## src/rtl/direction_input_ctrl_if.sv

```systemverilog
// Button/display bus for direction_input_ctrl: raw active-low keys in,
// registered direction command out.
interface direction_input_ctrl_if;
  logic [3:0] key_n;
  logic [1:0] direc;
  logic       enable;
  logic       dir_changed;

  modport master (output key_n, input direc, enable, dir_changed);
  modport slave  (input key_n, output direc, enable, dir_changed);
endinterface

```

## src/rtl/direction_input_ctrl.sv

```systemverilog
// Push-button front end for the direction display: per-key sync + debounce,
// fixed-priority select, and an IDLE/ACTIVE/HOLD FSM producing direc/enable.
module dic_debounce #(
  parameter int DEBOUNCE_CYCLES = 500000
) (
  input  logic clk,
  input  logic reset,
  input  logic key_n_i,
  output logic pressed_o
);
  localparam int CW = $clog2(DEBOUNCE_CYCLES + 1);
  localparam logic [CW-1:0] CNT_MAX = CW'(DEBOUNCE_CYCLES - 1);

  logic [1:0]    sync_q;
  logic [CW-1:0] cnt_q, cnt_d;
  logic          pressed_q, pressed_d;

  always_ff @(posedge clk or posedge reset) begin
    if (reset) begin
      sync_q    <= 2'b11;
      cnt_q     <= '0;
      pressed_q <= 1'b0;
    end else begin
      sync_q    <= {sync_q[0], key_n_i};
      cnt_q     <= cnt_d;
      pressed_q <= pressed_d;
    end
  end

  // Key is active-low, so "levels differ" means sync bit equals pressed.
  always_comb begin
    cnt_d     = '0;
    pressed_d = pressed_q;
    if (~sync_q[1] != pressed_q) begin
      if (cnt_q == CNT_MAX) pressed_d = ~pressed_q;
      else                  cnt_d     = cnt_q + 1'b1;
    end
  end

  assign pressed_o = pressed_q;
endmodule

module direction_input_ctrl #(
  parameter int DEBOUNCE_CYCLES = 500000,
  parameter int HOLD_CYCLES     = 25000000
) (
  input  logic                  clk,
  input  logic                  reset,
  direction_input_ctrl_if.slave bus
);
  localparam int HW = $clog2(HOLD_CYCLES + 1);
  localparam logic [HW-1:0] HOLD_LOAD = HW'(HOLD_CYCLES - 1);

  typedef enum logic [1:0] {IDLE, ACTIVE, HOLD} state_t;

  logic [3:0] pressed;
  logic       any;
  logic [1:0] sel;

  state_t        state_q, state_d;
  logic [1:0]    direc_q, direc_d;
  logic          enable_q, enable_d;
  logic          chg_q, chg_d;
  logic [HW-1:0] hold_q, hold_d;

  for (genvar i = 0; i < 4; i++) begin : g_key
    dic_debounce #(.DEBOUNCE_CYCLES(DEBOUNCE_CYCLES)) u_db (
      .clk       (clk),
      .reset     (reset),
      .key_n_i   (bus.key_n[i]),
      .pressed_o (pressed[i])
    );
  end

  // Lowest index wins: forward > reverse > left > right.
  always_comb begin
    any = |pressed;
    if      (pressed[0]) sel = 2'd0;
    else if (pressed[1]) sel = 2'd1;
    else if (pressed[2]) sel = 2'd2;
    else                 sel = 2'd3;
  end

  always_ff @(posedge clk or posedge reset) begin
    if (reset) begin
      state_q  <= IDLE;
      direc_q  <= 2'b00;
      enable_q <= 1'b0;
      chg_q    <= 1'b0;
      hold_q   <= '0;
    end else begin
      state_q  <= state_d;
      direc_q  <= direc_d;
      enable_q <= enable_d;
      chg_q    <= chg_d;
      hold_q   <= hold_d;
    end
  end

  always_comb begin
    state_d  = state_q;
    direc_d  = direc_q;
    enable_d = enable_q;
    chg_d    = 1'b0;
    hold_d   = hold_q;
    unique case (state_q)
      IDLE: begin
        enable_d = 1'b0;
        if (any) begin
          direc_d  = sel;
          enable_d = 1'b1;
          chg_d    = 1'b1;
          state_d  = ACTIVE;
        end
      end
      ACTIVE: begin
        enable_d = 1'b1;
        if (any) begin
          direc_d = sel;
          chg_d   = (sel != direc_q);
        end else begin
          hold_d  = HOLD_LOAD;
          state_d = HOLD;
        end
      end
      HOLD: begin
        enable_d = 1'b1;
        // A re-press beats the timeout even on the counter-zero edge.
        if (any) begin
          direc_d = sel;
          chg_d   = (sel != direc_q);
          state_d = ACTIVE;
        end else if (hold_q == '0) begin
          enable_d = 1'b0;
          state_d  = IDLE;
        end else begin
          hold_d = hold_q - 1'b1;
        end
      end
      default: state_d = IDLE;
    endcase
  end

  assign bus.direc       = direc_q;
  assign bus.enable      = enable_q;
  assign bus.dir_changed = chg_q;
endmodule

```

## src/flat_wrapper.sv

```systemverilog
// flat-port wrapper written by rule: the top's interface ports become plain ports
module direction_input_ctrl_flat 
#(
  parameter int DEBOUNCE_CYCLES = 500000,
  parameter int HOLD_CYCLES     = 25000000
)
  (clk, reset, bus_key_n, bus_direc, bus_enable, bus_dir_changed);
  direction_input_ctrl_if bus_i ();
  input  logic clk;
  input  logic reset;
  input wire logic [$bits(bus_i.key_n)-1:0] bus_key_n;
  output wire logic [$bits(bus_i.direc)-1:0] bus_direc;
  output wire logic [$bits(bus_i.enable)-1:0] bus_enable;
  output wire logic [$bits(bus_i.dir_changed)-1:0] bus_dir_changed;
  assign bus_i.key_n = bus_key_n;
  assign bus_direc = bus_i.direc;
  assign bus_enable = bus_i.enable;
  assign bus_dir_changed = bus_i.dir_changed;
  direction_input_ctrl #(.DEBOUNCE_CYCLES(DEBOUNCE_CYCLES), .HOLD_CYCLES(HOLD_CYCLES)) u_core (.clk(clk), .reset(reset), .bus(bus_i));
endmodule
```

## config.mk

```make
export PLATFORM = sky130hd
export DESIGN_NAME = direction_input_ctrl_flat
export DESIGN_NICKNAME = d
export VERILOG_FILES = /design/src/rtl/direction_input_ctrl_if.sv /design/src/rtl/direction_input_ctrl.sv /design/src/flat_wrapper.sv
export SDC_FILE = /design/constraint.sdc
export NUM_CORES = 1
export LEC_CHECK = 0
export CAP_MARGIN = 20
export CORE_ASPECT_RATIO = 1.75
export CORE_MARGIN = 2
export CORE_UTILIZATION = 55
export CTS_BUF_LIST = sky130_fd_sc_hd__clkbuf_4 sky130_fd_sc_hd__clkbuf_8
export CTS_CLUSTER_DIAMETER = 30
export DETAILED_ROUTE_END_ITERATION = 16
export DONT_BUFFER_PORTS = 1
export PLACE_DENSITY = 0.7
export SYNTH_ARGS = -nofsm -noshare
export SYNTH_HDL_FRONTEND = slang
export SYNTH_HIERARCHICAL = 1
export SYNTH_SLANG_ARGS = --single-unit
export TNS_END_PERCENT = 1
```

## constraint.sdc

```tcl
create_clock -name clk -period 5.89 [get_ports clk]
set_input_delay 0.2945 -clock clk [delete_from_list [all_inputs] [get_ports clk]]
set_output_delay 0.2945 -clock clk [all_outputs]
set_load 0.1 [all_outputs]
```

# [After elaboration in Yosys (flattened, before gate mapping)]
# Index checks and enable logic that the tools add are counted.
[op_classes] div_mod_pow=0 reduce_logical=14 magnitude_cmp=0 mul=0 n_shift=0 n_bitwise=8 n_mux=26 addsub=5 eq_ne=16
[ops] op="two-way mux 19 bit" count=8
[ops] op="adder 19 x 1 -> 19 bit (second input constant)" count=4
[ops] op="equality test 19 bit (second input constant)" count=4
[ops] op="two-way mux 25 bit" count=3
[ops] op="case mux 25 bit (2 select lines)" count=1
[ops] op="zero test 25 bit" count=1
[ops] op="subtractor 25 x 1 -> 25 bit (second input constant)" count=1
[ops] op="two-way mux 2 bit" count=6
[ops] op="AND reduction 2 bit" count=5
[ops] op="NOT 1 bit" count=8
[ops] op="!= test 2 bit (second input constant)" count=3
[ops] op="case mux 2 bit (3 select lines)" count=1
[ops] op="two-way mux 1 bit" count=5
[ops] op="!= test 1 bit" count=4
[ops] op="AND reduction 4 bit" count=1
[ops] op="OR reduction 4 bit" count=1
[ops] op="!= test 3 x 1 -> 1 bit (second input constant)" count=1
[ops] op="case mux 1 bit (3 select lines)" count=1
[ops] op="AND reduction 3 bit" count=1
[ops] op="nonzero test 3 bit" count=1
[ops] op="OR reduction 3 bit" count=1
[ops] op="equality test 2 x 1 -> 1 bit (second input constant)" count=1
[ops] op="equality test 2 bit (second input constant)" count=1
[ops] op="zero test 2 bit" count=1
[ops] op="5 further kinds" count=5
[word_totals] ram_bits=0 n_memories=0 latchBits=0 elab_cells=86 in_bits=6 output_inout_bits=4 romBits=0 register_bits=119

# [Depth between registers and ports, before layout]
[depth] word_depth=6 ltp_mapped=8 ltp_nobuf=7

# [Hierarchy]
# Netlist, hierarchy kept.
[modules_own_cells] mod="dic_debounce" n_inst=4 area_per_inst_um2=1069.8 cells_each=105 seq_area_each_um2=553.0
[modules_own_cells] mod="direction_input_ctrl" n_inst=1 area_per_inst_um2=1798.0 cells_each=194 seq_area_each_um2=775.7

# [Worst setup path before layout]
# No wires, ideal clock.
[synth_path] path_type="register -> register" startpoint="reg u_core.hold_q[0]" endpoint="reg u_core.hold_q[4]" path_buffers=1 arrival_ns=2.261 setup_ns=0.134 path_slack_ns=3.495 path_stages_with_launch=9 synth_period_minus_slack_ns=2.395 t_required_ns=5.756 path_cell_list="dfrtp_1 -> inv_1 -> ha_1 -> or4b_2 -> or4_1 -> clkbuf_1 -> o2111ai_1 -> xor2_1 -> nand2_1"
[synth_via] elab_chain_cells=4
[synth_lines] item="start: declaration" line_no="direction_input_ctrl.sv:64" rtl="logic [HW-1:0] hold_q, hold_d;"
[synth_lines] item="start signal: assignment" line_no="direction_input_ctrl.sv:96" rtl="hold_q <= hold_d;"
[synth_lines] item="subtractor 25 x 1 -> 25 bit" line_no="direction_input_ctrl.sv:137" rtl="hold_d = hold_q - 1'b1;"
[synth_lines] item="two-way mux 25 bit" line_no="direction_input_ctrl.sv:133" rtl="end else if (hold_q == '0) begin"
[synth_lines] item="two-way mux 25 bit" line_no="direction_input_ctrl.sv:129" rtl="if (any) begin"
[synth_lines] item="case mux 25 bit (2 select lines)" line_no="direction_input_ctrl.sv:106" rtl="unique case (state_q)"
# Several ways; a longest one is shown, not always the timed one. The select of a mux whose other input is x is not followed.
# A chain may end at the register's enable or synchronous reset.

# [Worst setup path in the final report]
[layout_path] startpoint="reg u_core.g_key[1].u_db.pressed_q" endpoint="reg u_core.hold_q[24]"
[layout_via] elab_chain_cells=3
[layout_lines] item="start: declaration" line_no="direction_input_ctrl.sv:16" rtl="logic pressed_q, pressed_d;"
[layout_lines] item="start signal: assignment" line_no="direction_input_ctrl.sv:26" rtl="pressed_q <= pressed_d;"
[layout_lines] item="OR reduction 4 bit *" line_no="direction_input_ctrl.sv:77" rtl="any = |pressed;"
[layout_lines] item="!= test 2 bit (no source line)"
[layout_lines] item="AND reduction 4 bit (no source line) *"
# Mark *: on every way between the ends. The rest lies on a longest branch, timed or not.

==> impl_metrics.env <==
export IMPL_max_slew_margin_pct=31.5
export IMPL_first_global_vias=4664
export IMPL_utilization_pct=61.0
export IMPL_routed_wl_um=12400
export IMPL_input_output_buffers=0
export IMPL_post_route_cells_drive_above_1_share_pct=9.95
export IMPL_power_share_switching_pct=22.8
export IMPL_postSynth_topFlopCell="dfrtp_1"
export IMPL_post_cts_resized=0
export IMPL_synth_largest_area_cell="dfrtp_1"
export IMPL_slowest_stage="or4_1"
export IMPL_clock_insertion_delay_worst_skew_ps=430
export IMPL_syn_instance_count=614
export IMPL_detailedRoute_firstIterationViolations=242
export IMPL_leakagePower_nw=2.88
export IMPL_first_pass_grt_wire_length_um=21800
export IMPL_clockRootBuffer="clkbuf_8"
export IMPL_r2r_worst_path_cells=5
export IMPL_final_setup_tns_ps=0
export IMPL_dp_cells=727
export IMPL_combPwrFrac_pct=2.7
export IMPL_max_clock_path_buffers=2
export IMPL_areaGrowthSynthToFinish_pct=7.93
export IMPL_power_switching_mw=0.347
export IMPL_antennaDiodeCount=0
export IMPL_endpoint_kind="flop"
export IMPL_clock_skew_final_ps=11.2
export IMPL_final_setup_viol_count=0
export IMPL_synth_async_reset_ratio_pct=100
export IMPL_max_clock_freq_mhz=378
export IMPL_mappedNetlistArea_um2=6080
export IMPL_dp_final_hpwl_um=8600
export IMPL_setup_worst_path_class="flop to flop"
export IMPL_worstMarginPinSlew_ps=1030
export IMPL_via_count=4614
export IMPL_data_required_time_at_the_worst_endpoint_ps=6190
export IMPL_initial_core_util_pct=56.5
export IMPL_fin_worst_hold_slack_ps=356
export IMPL_timing_final_max_slew_violations=0
export IMPL_die_x_um=83.5
export IMPL_power_density_nw_per_um2=232
export IMPL_power_report_internal_total_mw=1.18
export IMPL_timing_hold_violations_final=0
export IMPL_grt_setup_unrepaired="false"
export IMPL_grt_overflow=0
export IMPL_post_dp_cell_area_um2=6170
export IMPL_critical_path_max_fanout=10
export IMPL_drt_vias_per_instance=6.05
export IMPL_die_h_um=143
export IMPL_placeableCoreArea_um2=10800
export IMPL_timing_max_cap_violations=0
export IMPL_grt_total_usage_pct=22.6
export IMPL_worstHoldPathType="flop to flop"
export IMPL_post_synth_cell_area_avg_um2=9.90
export IMPL_drt_antenna_violating_nets=0
export IMPL_post_synth_edffs=0
export IMPL_cts_sinks=119
export IMPL_place_congestion=0.865
export IMPL_cts_htree_levels=4
export IMPL_fp_dieArea_um2=11900
export IMPL_postLayoutCellArea_um2=6560
export IMPL_post_drt_wl_per_cell_um=16.3
export IMPL_clock_tree_from_tritoncts="done"
export IMPL_holdPathStages=0
export IMPL_num_nets_final=636
export IMPL_clock_power_share_pct=42.4
export IMPL_yosysTopAreaCellShare_pct=45.7
export IMPL_ys_warn_count=6
export IMPL_layout_cells_most_common_list="111 x dfrtp_1, 97 x nor2_1, 41 x xor2_1"
export IMPL_setup_slack_ps=3240
export IMPL_drt_pre_antenna_iters=4
export IMPL_layout_cells_non_filler=763
export IMPL_period_needed_ps=2650
export IMPL_cts_made_buffers=17
export IMPL_antenna_violations_before_repair=0
export IMPL_yosys_register_bits=119
export IMPL_seqPwrFrac_pct=54.9
export IMPL_worst_ep_arrival_time_ps=2950
export IMPL_final_common_cell="dfrtp_1"
export IMPL_post_synth_main_area_contributors="dfrtp_1 46%, nor2_1 6.0%, xor2_1 5.9%"
export IMPL_clk_pin_slew_ps=70
export IMPL_worstPathCellList="or4_1, nor4_1, or3b_1, o21ai_0, nand2_1"
export IMPL_finalCritPeriodShare_pct=44.9
export IMPL_grt_start_max_net_pins=32
export IMPL_top_level_ports=10
export IMPL_outcome="completed"
export IMPL_finalPower_mw=1.52
export IMPL_critical_path_max_stage_delay_ps=770
export IMPL_ir_drop_uv=160
export IMPL_setup_worst_path_start_class="flop"
export IMPL_synth_sequential_area_ratio_pct=49.2
export IMPL_dp_worst_setup_slack_ps=3250
export IMPL_placementRows=50
export IMPL_drc=0
export IMPL_synth_nets=629
export IMPL_yosysUniqueCellTypes=56
## power groups by stage
| stage | logic [mW] | clock network, mW | registers [mW] |
|---|---|---|---|
| 5_1_grt | 0.0491 | 0.705 | 0.838 |
| 3_3_place_gp | 0.0387 | 0 | 0.851 |
| 6_report | 0.0413 | 0.646 | 0.837 |
| 4_1_cts | 0.0428 | 0.669 | 0.837 |
| 2_1_floorplan | 0.0320 | 0 | 0.850 |
| 3_5_place_dp | 0.0394 | 0 | 0.852 |
## state kept, by name, indices dropped and copies added, names as in the netlist
register and cells:
u_core/g_key.u_db/pressed_o 4, u_core/g_key.u_db/cnt_q 76, u_core/bus.direc 2, u_core/hold_q 25
u_core/g_key.u_db/sync_q 8, u_core/bus.enable 1, u_core/state_q 2, u_core/bus.dir_changed 1
## cells by family (layout without fill, tap and decap cells)
logic type / count (synthesis) / count (layout) / share of synthesized area [%]
adder cells (fa/ha/maj): 9 / 9 / 1.85
AND/OR/NAND/NOR: 292 / 292 / 26.6
buffers and inverters: 39 / 58 / 2.68
XOR/XNOR: 73 / 73 / 10.5
multiplexers: 5 / 5 / 0.824
AO/OA/AOI/OAI: 77 / 77 / 8.32
flip-flops: 119 / 119 / 49.2
## final timing paths
| path | slack (ps) | end | startpoint |
|---|---|---|---|
| max reg2reg | 3240 | u_core/hold_q[24] | u_core/g_key[1].u_db/pressed_o |
| min in group asynchronous | 510 | u_core/hold_q[18] | reset |
| min | 360 | u_core/g_key[1].u_db/sync_q[1] | u_core/g_key[1].u_db/sync_q[0] |
| max | 3240 | u_core/hold_q[24] | u_core/g_key[1].u_db/pressed_o |
| min reg2reg | 360 | u_core/g_key[1].u_db/sync_q[1] | u_core/g_key[1].u_db/sync_q[0] |
| max in group asynchronous | 4750 | u_core/g_key[2].u_db/cnt_q[12] | reset |
## worst max-delay path: cells and delay by family (launching register included)
family	cells	cell delay [ps]
AND/OR/NAND/NOR	4	1860
flip-flops	1	480
AO/OA/AOI/OAI	1	180
## routing by layer
metal  vias up  global-route usage, %  share of wire (%)
met4         0                   8.57                1.1
met2        77                   40.5                 54
met3        15                   5.84                3.6
met1      2296                   25.9                 42
met5         -                      0                  0
li1       2226                      -                  -
## final cells by class
cell class,count,area (um2)
clock buffers,20,256
clock inverters,11,85.1
fillers,925,4200
inverters,20,75.1
multi-input cells,456,2930
flip-flops and latches,119,2990
well taps,130,163
repair buffers,7,65.1
## cells in the mapped netlist, types with 3 or more instances
cell and instances:
dfrtp_1 111, nor2_1 97, xor2_1 41, nand2_1 36, xnor2_1 32, nand3_1 27
a21oi_1 20, inv_1 20, nand4_1 19, o21ai_0 18, nor4_1 17, buf_2 13
nor3_1 13, and4_1 12, or4_1 12, ha_1 9, nand4b_1 9, or3_1 9
dfstp_2 8, o31ai_1 7, clkbuf_1 6, mux2i_1 5, o41ai_1 5, or2_4 5
a41o_1 4, and3_1 4, and3_2 4, nand4_2 4, nor4b_1 4, o211ai_1 4
or3_2 4, or4b_1 4, o21ai_1 3
## timing repair
item,CTS,global route
hold buffers,5,0
buffers inserted,0,0
hold endpoints to repair,115,0
Note: power is estimated with default switching activity, not from simulation.
